===== src/rtl/wb_burst_reader_if.sv =====
// Wishbone B4 bus bundle shared by a burst master and its slave.
// Clock and reset travel inside the bundle so both sides see the same timing.
interface wshb_if (
    input logic clk,
    input logic rst
);
    logic        cyc;
    logic        stb;
    logic        we;
    logic [3:0]  sel;
    logic [31:0] adr;
    logic [2:0]  cti;
    logic [1:0]  bte;
    logic [31:0] dat_ms;
    logic [31:0] dat_sm;
    logic        ack;
    logic        err;

    modport master (
        input  clk, rst, ack, err, dat_sm,
        output cyc, stb, we, sel, adr, cti, bte, dat_ms
    );

    modport slave (
        input  clk, rst, cyc, stb, we, sel, adr, cti, bte, dat_ms,
        output ack, err, dat_sm
    );
endinterface


===== src/rtl/wb_burst_reader.sv =====
// Wishbone incrementing-burst reader that streams a circular memory region
// into a small FIFO for a valid/ready consumer. A burst is launched only when
// the FIFO already has room for all of its beats, so pushes never overflow.
module wb_burst_reader #(
    parameter int unsigned BURST_LEN  = 16,
    parameter int unsigned FIFO_DEPTH = 32,
    parameter logic [31:0] BASE_ADR   = 32'h0,
    parameter int unsigned NWORDS     = 2048
) (
    wshb_if.master      wb_m,
    input  logic        enable,
    input  logic        restart,
    output logic [31:0] pix_data,
    output logic        pix_valid,
    input  logic        pix_ready
);

    localparam int unsigned PW = (NWORDS > 1) ? $clog2(NWORDS) : 1;
    localparam int unsigned BW = $clog2(BURST_LEN);
    localparam int unsigned AW = $clog2(FIFO_DEPTH);
    localparam int unsigned LW = AW + 1;

    typedef enum logic [0:0] {StIdle, StBurst} state_e;

    state_e          state_q, state_d;
    logic [PW-1:0]   word_ptr_q, word_ptr_d;
    logic [BW-1:0]   beat_q, beat_d;
    logic            pend_q, pend_d;

    logic [31:0]     mem_q [FIFO_DEPTH];
    logic [AW-1:0]   wr_ptr_q, rd_ptr_q;
    logic [LW-1:0]   level_q;

    logic            cyc;
    logic            last_beat;
    logic            space_ok;
    logic            push;
    logic            pop;
    logic [PW-1:0]   word_ptr_inc;

    assign cyc       = (state_q == StBurst);
    assign last_beat = (beat_q == BW'(BURST_LEN - 1));
    assign space_ok  = (LW'(FIFO_DEPTH) - level_q) >= LW'(BURST_LEN);
    assign pop       = pix_valid && pix_ready;

    // The region length need not be a power of two, so wrap explicitly.
    assign word_ptr_inc = (word_ptr_q == PW'(NWORDS - 1)) ? '0 : word_ptr_q + 1'b1;

    // Bus outputs: read-only, full-word, linear bursts.
    assign wb_m.cyc    = cyc;
    assign wb_m.stb    = cyc;
    assign wb_m.we     = 1'b0;
    assign wb_m.sel    = 4'hF;
    assign wb_m.bte    = 2'b00;
    assign wb_m.dat_ms = 32'h0;
    assign wb_m.cti    = !cyc ? 3'b000 : (last_beat ? 3'b111 : 3'b010);
    assign wb_m.adr    = BASE_ADR + (32'(word_ptr_q) << 2);

    // Next-state: burst launch, beat accounting, pointer advance and restart handling.
    always_comb begin
        state_d    = state_q;
        word_ptr_d = word_ptr_q;
        beat_d     = beat_q;
        pend_d     = pend_q;
        push       = 1'b0;
        unique case (state_q)
            StIdle: begin
                // A restart is applied here, whether fresh or deferred from a burst.
                if (restart || pend_q) begin
                    word_ptr_d = '0;
                    pend_d     = 1'b0;
                end
                if (enable && space_ok) begin
                    state_d = StBurst;
                    beat_d  = '0;
                end
            end
            StBurst: begin
                if (restart) begin
                    pend_d = 1'b1;
                end
                if (wb_m.err) begin
                    // Abort without consuming the beat; the same address is retried later.
                    state_d = StIdle;
                    beat_d  = '0;
                end else if (wb_m.ack) begin
                    push       = 1'b1;
                    word_ptr_d = word_ptr_inc;
                    beat_d     = beat_q + 1'b1;
                    if (last_beat) begin
                        state_d = StIdle;
                        beat_d  = '0;
                    end
                end
            end
            default: state_d = StIdle;
        endcase
    end

    // Control state registers with synchronous reset.
    always_ff @(posedge wb_m.clk) begin
        if (wb_m.rst) begin
            state_q    <= StIdle;
            word_ptr_q <= '0;
            beat_q     <= '0;
            pend_q     <= 1'b0;
        end else begin
            state_q    <= state_d;
            word_ptr_q <= word_ptr_d;
            beat_q     <= beat_d;
            pend_q     <= pend_d;
        end
    end

    // FIFO pointers and occupancy; a simultaneous push and pop leaves level unchanged.
    always_ff @(posedge wb_m.clk) begin
        if (wb_m.rst) begin
            wr_ptr_q <= '0;
            rd_ptr_q <= '0;
            level_q  <= '0;
        end else begin
            if (push) begin
                wr_ptr_q <= wr_ptr_q + 1'b1;
            end
            if (pop) begin
                rd_ptr_q <= rd_ptr_q + 1'b1;
            end
            unique case ({push, pop})
                2'b10:   level_q <= level_q + 1'b1;
                2'b01:   level_q <= level_q - 1'b1;
                default: level_q <= level_q;
            endcase
        end
    end

    // FIFO storage; contents need no reset since validity is tracked by level.
    always_ff @(posedge wb_m.clk) begin
        if (push) begin
            mem_q[wr_ptr_q] <= wb_m.dat_sm;
        end
    end

    // Head word comes straight from flop storage, so back-to-back pops have no bubble.
    assign pix_data  = mem_q[rd_ptr_q];
    assign pix_valid = (level_q != '0);

endmodule


===== src/flat_wrapper.sv =====
// flat-port wrapper written by rule: the top's interface ports become plain ports
module wb_burst_reader_flat 
#(
    parameter int unsigned BURST_LEN  = 16,
    parameter int unsigned FIFO_DEPTH = 32,
    parameter logic [31:0] BASE_ADR   = 32'h0,
    parameter int unsigned NWORDS     = 2048
)
  (enable, restart, pix_data, pix_valid, pix_ready, clk, rst, wb_m_ack, wb_m_err, wb_m_dat_sm, wb_m_cyc, wb_m_stb, wb_m_we, wb_m_sel, wb_m_adr, wb_m_cti, wb_m_bte, wb_m_dat_ms);
  wshb_if wb_m_i (.clk(clk), .rst(rst));
  input  logic enable;
  input  logic restart;
  output logic [31:0] pix_data;
  output logic pix_valid;
  input  logic pix_ready;
  input wire logic clk;
  input wire logic rst;
  input wire logic [$bits(wb_m_i.ack)-1:0] wb_m_ack;
  input wire logic [$bits(wb_m_i.err)-1:0] wb_m_err;
  input wire logic [$bits(wb_m_i.dat_sm)-1:0] wb_m_dat_sm;
  output wire logic [$bits(wb_m_i.cyc)-1:0] wb_m_cyc;
  output wire logic [$bits(wb_m_i.stb)-1:0] wb_m_stb;
  output wire logic [$bits(wb_m_i.we)-1:0] wb_m_we;
  output wire logic [$bits(wb_m_i.sel)-1:0] wb_m_sel;
  output wire logic [$bits(wb_m_i.adr)-1:0] wb_m_adr;
  output wire logic [$bits(wb_m_i.cti)-1:0] wb_m_cti;
  output wire logic [$bits(wb_m_i.bte)-1:0] wb_m_bte;
  output wire logic [$bits(wb_m_i.dat_ms)-1:0] wb_m_dat_ms;
  assign wb_m_i.ack = wb_m_ack;
  assign wb_m_i.err = wb_m_err;
  assign wb_m_i.dat_sm = wb_m_dat_sm;
  assign wb_m_cyc = wb_m_i.cyc;
  assign wb_m_stb = wb_m_i.stb;
  assign wb_m_we = wb_m_i.we;
  assign wb_m_sel = wb_m_i.sel;
  assign wb_m_adr = wb_m_i.adr;
  assign wb_m_cti = wb_m_i.cti;
  assign wb_m_bte = wb_m_i.bte;
  assign wb_m_dat_ms = wb_m_i.dat_ms;
  wb_burst_reader #(.BURST_LEN(BURST_LEN), .FIFO_DEPTH(FIFO_DEPTH), .BASE_ADR(BASE_ADR), .NWORDS(NWORDS)) u_core (.wb_m(wb_m_i), .enable(enable), .restart(restart), .pix_data(pix_data), .pix_valid(pix_valid), .pix_ready(pix_ready));
endmodule

===== config.mk =====
export PLATFORM = sky130hd
export DESIGN_NAME = wb_burst_reader_flat
export DESIGN_NICKNAME = d
export VERILOG_FILES = /design/src/rtl/wb_burst_reader_if.sv /design/src/rtl/wb_burst_reader.sv /design/src/flat_wrapper.sv
export SDC_FILE = /design/constraint.sdc
export NUM_CORES = 1
export LEC_CHECK = 0
export CORE_MARGIN = 3
export CORE_UTILIZATION = 52
export CTS_CLUSTER_SIZE = 14
export DETAILED_ROUTE_END_ITERATION = 16
export PLACE_DENSITY = 0.77
export SETUP_SLACK_MARGIN = 0.4
export SYNTH_ARGS = -nofsm -noshare
export SYNTH_HDL_FRONTEND = slang
export SYNTH_SLANG_ARGS = --single-unit

===== constraint.sdc =====
create_clock -name clk -period 4.2 [get_ports clk]
set_input_delay 0.84 -clock clk [delete_from_list [all_inputs] [get_ports clk]]
set_output_delay 0.84 -clock clk [all_outputs]
set_load 0.05 [all_outputs]

==> results.cfg, run 1 <==
[flow_run]
maxCapViolCount = 0

[yosys]
synth_enable_flop_cells = 1024
syn_inst = 2214
ys_types = 54
syn_avg_cell_area_um2 = 18.84
synth-main-ff-cell = edfxtp_1
synth_seq_cells = 1062
seq_area_frac_synth_pct = 75.56
synthArstFlopShare_pct = 0
synthesis.area_mm2 = 0.04170
ys_warn_count = 0

[place]
hpwl_um = 55870
place_worst_setup_slack_ps = 338.8
portBuffers = 87
gp_congestion = 0.8169

[drt]
via_per_inst = 6.473
drc_errors = 0
vias = 23070
wl_per_cell_um = 30.16
drtPass1Iterations = 6
wirelength_um = 107500
drt_iter0_markers = 3435
ant_nets = 0

[timing]
drv_slew = 0
holdWs_ps = 523.6
fin_tns_setup_ps = 0
timing.fmax_ghz = 0.2583
hold_viol_final = 0
setup-violations-final = 0
min_period_ps = 3871
fin_ws_ps = 328.9
clock_skew_ps = 16.04
worst_pin_slew_ps = 1458
min_period_over_period_pct = 92.17
rsz0062_at_grt = yes
maxSlewHeadroom_pct = 2.472

[power_and_ir_drop]
leakage_uw = 0.01550
ir_worst_vdd_mv = 0.3712
powerDensity_mw_per_mm2 = 508.2

[grt]
grt_pass1_wl_um = 150600
grt_overflow = 0
grt_max_degree = 65
grt_antenna_before_repair = 3
grt_pass1_vias = 22739
track_usage_pct = 24.82

[hold_path]
hold-path-endpoint = u_core.beat_q[1]
hp-start = u_core.beat_q[1]
min_path_type = register to register
min_path_cells = 2

[final_layout]
nFillCells = 5107
most-common-layout-cells = 1024 x edfxtp_1, 194 x mux2_2, 128 x mux4_2
layout.nets = 2477
layout_commonest_cell = edfxtp_1
drive_above_1_share_pct = 29.66
area_growth_pct = 17.54

[floorplan]
io_pins = 148
initial_core_util_pct = 52.62
die_y_um = 289.2
core_mm2 = 0.07926
die_area_mm2 = 0.08363
fp-row-count = 103
die_w_um = 289.2

[critical_path]
r2r_end = u_core.level_q[4]
r2r_start = u_core.level_q[1]
crit_cells = 9
worstPathRequired_ps = 3360
path_class = register to primary output
cpPeakStageDelay_ps = 460
critPathArrivalTime_ps = 3030
path_buf_inv = 5
cp_cell_sequence = buf_12 > clkbuf_16 > buf_16 > buf_4 > mux2_2 > o22ai_1 > nor3_1 > or4_1 > buf_4
start_kind = register
cp_max_fo = 13
crit_path_end_kind = primary output
worstRegToRegCells = 10
regToRegSetupSlack_ps = 800
worst_path_most_repeated_cell = buf_4
crit_family = buffers and inverters
slowest_stage = or4_1

[outcome]
status = finished clean

[clock_network]
clkLatencyLatePin_ps = 650
cts_tree = yes
holdBufCountCts = 0
cts-root-buf = clkbuf_16
cts_buffers = 100
cts_sinks = 1062
htree_levels = 3
path_clk_slew_ps = 60
clock_path_buffers = 3
==> kinds of logic after synthesis <==
kind of cell,Yosys count,synth area share [%]
flops,1062,75.56
simple gates,301,4.021
mux,325,12.22
fa+ha+maj,10,0.3000
other cells,2,0.01801
buf+inv,196,2.535
xor+xnor,19,0.3991
compound gates,299,4.942
==> state kept, by name, summed over array words and instances (netlist names), named ones only <==
signal,flops
u_core.level_q,6
u_core.mem_q,1024
u_core.rd_ptr_q,5
u_core.word_ptr_q,11
u_core.beat_q,4
u_core.wr_ptr_q,5
u_core.wb_m.cyc,1
u_core.pend_q,1
==> worst max path at each step <==
stage | startpoint | end | slack [ps]
2_1_floorplan | wb_m_err | u_core.mem_q[31][0] | 810
5_1_grt | register | pix_data[10] | 220
3_3_place_gp | wb_m_ack | u_core.level_q[4] | 390
6_report | register | pix_data[10] | 330
3_5_place_dp | wb_m_ack | u_core.level_q[4] | 340
4_1_cts | register | pix_data[0] | 330
==> timing repair <==
action,in CTS,in global routing
setup endpoints to repair,32,33
pin swaps,7,17
cloned,13,11
buffers inserted,27,6
resized for setup,100,47
==> through the flow <==
step / utilization, % / area [um^2] / total power (uW) / cells
floorplan: - / 41920 / 14460 / 2272
CTS: 61.28 / 48570 / 24610 / 3545
finish: 61.84 / 49010 / 24910 / 3564
global route: 61.84 / 49010 / 25560 / 3562
detailed placement: 56.02 / 44400 / 15480 / 3319
global placement: 56.02 / 44400 / 15410 / 3319
==> layer usage <==
layer	track usage, %	routed length [um]	vias up
met4	7.586	2628	4
met3	4.768	12800	183
met2	39.78	52470	1714
met1	34.95	39570	11853
met5	0	23	-
li1	-	-	9316
==> cell usage after synthesis (all sizes together), types with 4 or more instances <==
master   number  area [um^2]
o21ai        71        355.3
a31oi         4        25.02
a22o         64        560.5
nor2         65        244.0
buf          93        670.7
inv           6        22.52
edfxtp     1024        30750
nor2b        71        444.2
dfxtp        38        760.7
nand3b        6        45.04
clkbuf       97        364.1
ha           10        125.1
nand4         6        37.54
or2           4        25.02
o22ai        64        400.4
mux2        194         2185
o2111ai       7        61.31
xor2         17        148.9
nand2        14        55.06
a211oi       66        495.5
a21oi        10        50.05
nand3         8        40.04
mux4        128         2883
or4          33        247.7
nor3         69        345.3
==> power breakdown <==
| part | switching, uW | internal (uW) |
|---|---|---|
| clock network | 3800 | 4810 |
| registers | 66.2 | 11700 |
| logic | 2460 | 2110 |
| total | 6330 | 18600 |
==> worst min-delay path, cell delays in order (launching register included) <==
cell and delay [ps]:
dfxtp_1 340, nand3_1 80, a21oi_1 60
==> cell type report <==
class	instances	area, um^2	area share [%]
flip-flops and latches	1062	31520	64.31
multi-input cells	1016	9806	20.01
clock inverters	63	451.7	0.9215
inverters	6	22.52	0.04595
clock buffers	123	2661	5.430
well taps	1050	1314	2.680
diodes	2	5.005	0.01021
repair buffers	242	3236	6.601
No activity file was read; power rests on OpenSTA's default activity.
==> run 2: changes to the inputs <==
--- a/config.mk
+++ b/config.mk
@@ -9,7 +9,7 @@
 export CORE_UTILIZATION = 52
 export CTS_CLUSTER_SIZE = 14
 export DETAILED_ROUTE_END_ITERATION = 16
-export PLACE_DENSITY = 0.77
+export PLACE_DENSITY = 0.7
 export SETUP_SLACK_MARGIN = 0.4
 export SYNTH_ARGS = -nofsm -noshare
 export SYNTH_HDL_FRONTEND = slang
==> run 2 against run 1 <==
Against the previous run: sequential share of layout area is 0.57 points lower; flip-flop and latch count unchanged; first-iteration DRC count is 19% lower; clock skew rose by 13 ps; non-clock buffer count is 17 higher; highest routed layer unchanged; via count down 1.2%; clock power rose by 0.9%.
==> results.cfg, run 2 (same netlist as run 1, synthesis figures left out) <==
[critical_path]
critPathArrivalTime_ps = 3020
worstPathRequired_ps = 3360
regToRegSetupSlack_ps = 720
cpPeakStageDelay_ps = 570
worstRegToRegCells = 10
slowest_stage = or4_4
crit_path_end = pix_data[26]
r2r_end = u_core.level_q[4]
cp_max_fo = 8
cp_cell_sequence = buf_12 > buf_6 > buf_16 > mux4_2 > a22o_1 > or4_4 > buf_8
path_class = register to primary output
path_buf_inv = 4
start_kind = register
r2r_start = u_core.level_q[1]
crit_family = buffers and inverters
crit_path_end_kind = primary output
crit_cells = 7

[timing]
holdWs_ps = 519.1
min_period_over_period_pct = 91.90
fin_ws_ps = 340.2
rsz0062_at_grt = yes
fin_tns_setup_ps = 0
setup-violations-final = 0
drv_slew = 0
clock_skew_ps = 28.73
worst_pin_slew_ps = 1317
hold_viol_final = 0
maxSlewHeadroom_pct = 11.94
timing.fmax_ghz = 0.2591
min_period_ps = 3860

[clock_network]
cts-root-buf = clkbuf_16
cts_tree = yes
clkLatencyLatePin_ps = 680
holdBufCountCts = 0
path_clk_slew_ps = 60
cts_buffers = 101
htree_levels = 3
clock_path_buffers = 3
cts_sinks = 1062

[hold_path]
min_path_cells = 2
min_path_type = register to register

[final_layout]
area_growth_pct = 18.59
top_regs = u_core.mem_q: 1024 flops, u_core.word_ptr_q: 11 flops, u_core.level_q: 6 flops
largest_reg_flops = 1024
most-common-layout-cells = 1024 x edfxtp_1, 194 x mux2_2, 128 x mux4_2
final_util_pct = 62.40
final_cells = 3578
regMostFlops = u_core.mem_q
drive_above_1_share_pct = 30.29
layout.nets = 2494
layout_commonest_cell = edfxtp_1

[drt]
vias = 22800
drc_errors = 0
wl_per_cell_um = 30.81
drt_iter0_markers = 2782
wirelength_um = 110200
drtPass1Iterations = 5
ant_nets = 0
via_per_inst = 6.372

[flow_run]
maxCapViolCount = 0

[floorplan]
die_y_um = 289.2
core_mm2 = 0.07926
die_area_mm2 = 0.08363
io_pins = 148
die_w_um = 289.2
initial_core_util_pct = 52.62
fp-row-count = 103

[grt]
grt_overflow = 0
track_usage_pct = 26.16
grt_antenna_before_repair = 5
grt_pass1_wl_um = 156700
grt_max_degree = 69
grt_pass1_vias = 22771

[power_and_ir_drop]
leakage_uw = 0.01566
powerDensity_mw_per_mm2 = 514.8
ir_worst_vdd_mv = 0.4792

[place]
place_worst_setup_slack_ps = 558.8
gp_congestion = 0.8168
dp_cells = 3316
hpwl_um = 57180
portBuffers = 87

[outcome]
status = finished clean
[run 2: worst reg2reg max path, cell delays in order, from the launching register on]
cell and delay [ps]:
dfxtp_1 390, or4_1 640, o21ai_0 450, inv_1 140, ha_1 380, xor2_1 210
ha_1 200, a21oi_1 220, a32oi_1 140, a31oi_1 240, mux2_2 350
[run 2: how the worst min path moves through the flow]
stage                                   to  slack [ps]              from
after floorplan           u_core.beat_q[1]         470  u_core.beat_q[1]
after global placement    u_core.beat_q[1]         470  u_core.beat_q[1]
after detailed placement  u_core.beat_q[0]         500  u_core.beat_q[0]
after CTS                 u_core.beat_q[0]         510  u_core.beat_q[0]
after global routing      u_core.beat_q[0]         520  u_core.beat_q[0]
final                     u_core.beat_q[0]         520  u_core.beat_q[0]
[run 2: final cells by class]
cell class,instances,area (um^2)
clock inverter,60,461.7
sequential,1062,31520
antenna,2,5.005
clock buffer,124,2655
fill,5255,29800
tap,1050,1314
timing repair buffer,259,3577
inverter,6,22.52
multi-input combinational,1015,9899
[run 2: stage by stage]
stage | area [um^2] | total power [uW]
after floorplan | 41920 | 14460
after global placement | 44400 | 15360
after detailed placement | 44400 | 15400
after CTS | 49130 | 25270
after global routing | 49450 | 26110
final | 49450 | 25460
[run 2: what timing repair did]
| action | 4_1_cts | 5_1_grt |
|---|---|---|
| pin swaps | 13 | 9 |
| endpoints found under the setup margin | 32 | 32 |
| buffers inserted | 40 | 6 |
| resized for setup | 151 | 38 |
| cloned | 23 | 7 |
[run 2: metal layers]
metal / vias up / GRT usage (%) / routed length [um]
li1: 9375 / - / -
met1: 11792 / 36.67 / 42780
met2: 1392 / 41.97 / 53100
met3: 235 / 4.847 / 10770
met4: 6 / 8.556 / 3523
met5: - / 0 / 44
[run 2: power by group]
group | switching, uW | total [uW] | internal [uW]
clock network | 3890 | 8690 | 4810
logic | 2660 | 5040 | 2380
registers | 64.8 | 11700 | 11700
total | 6610 | 25500 | 18800
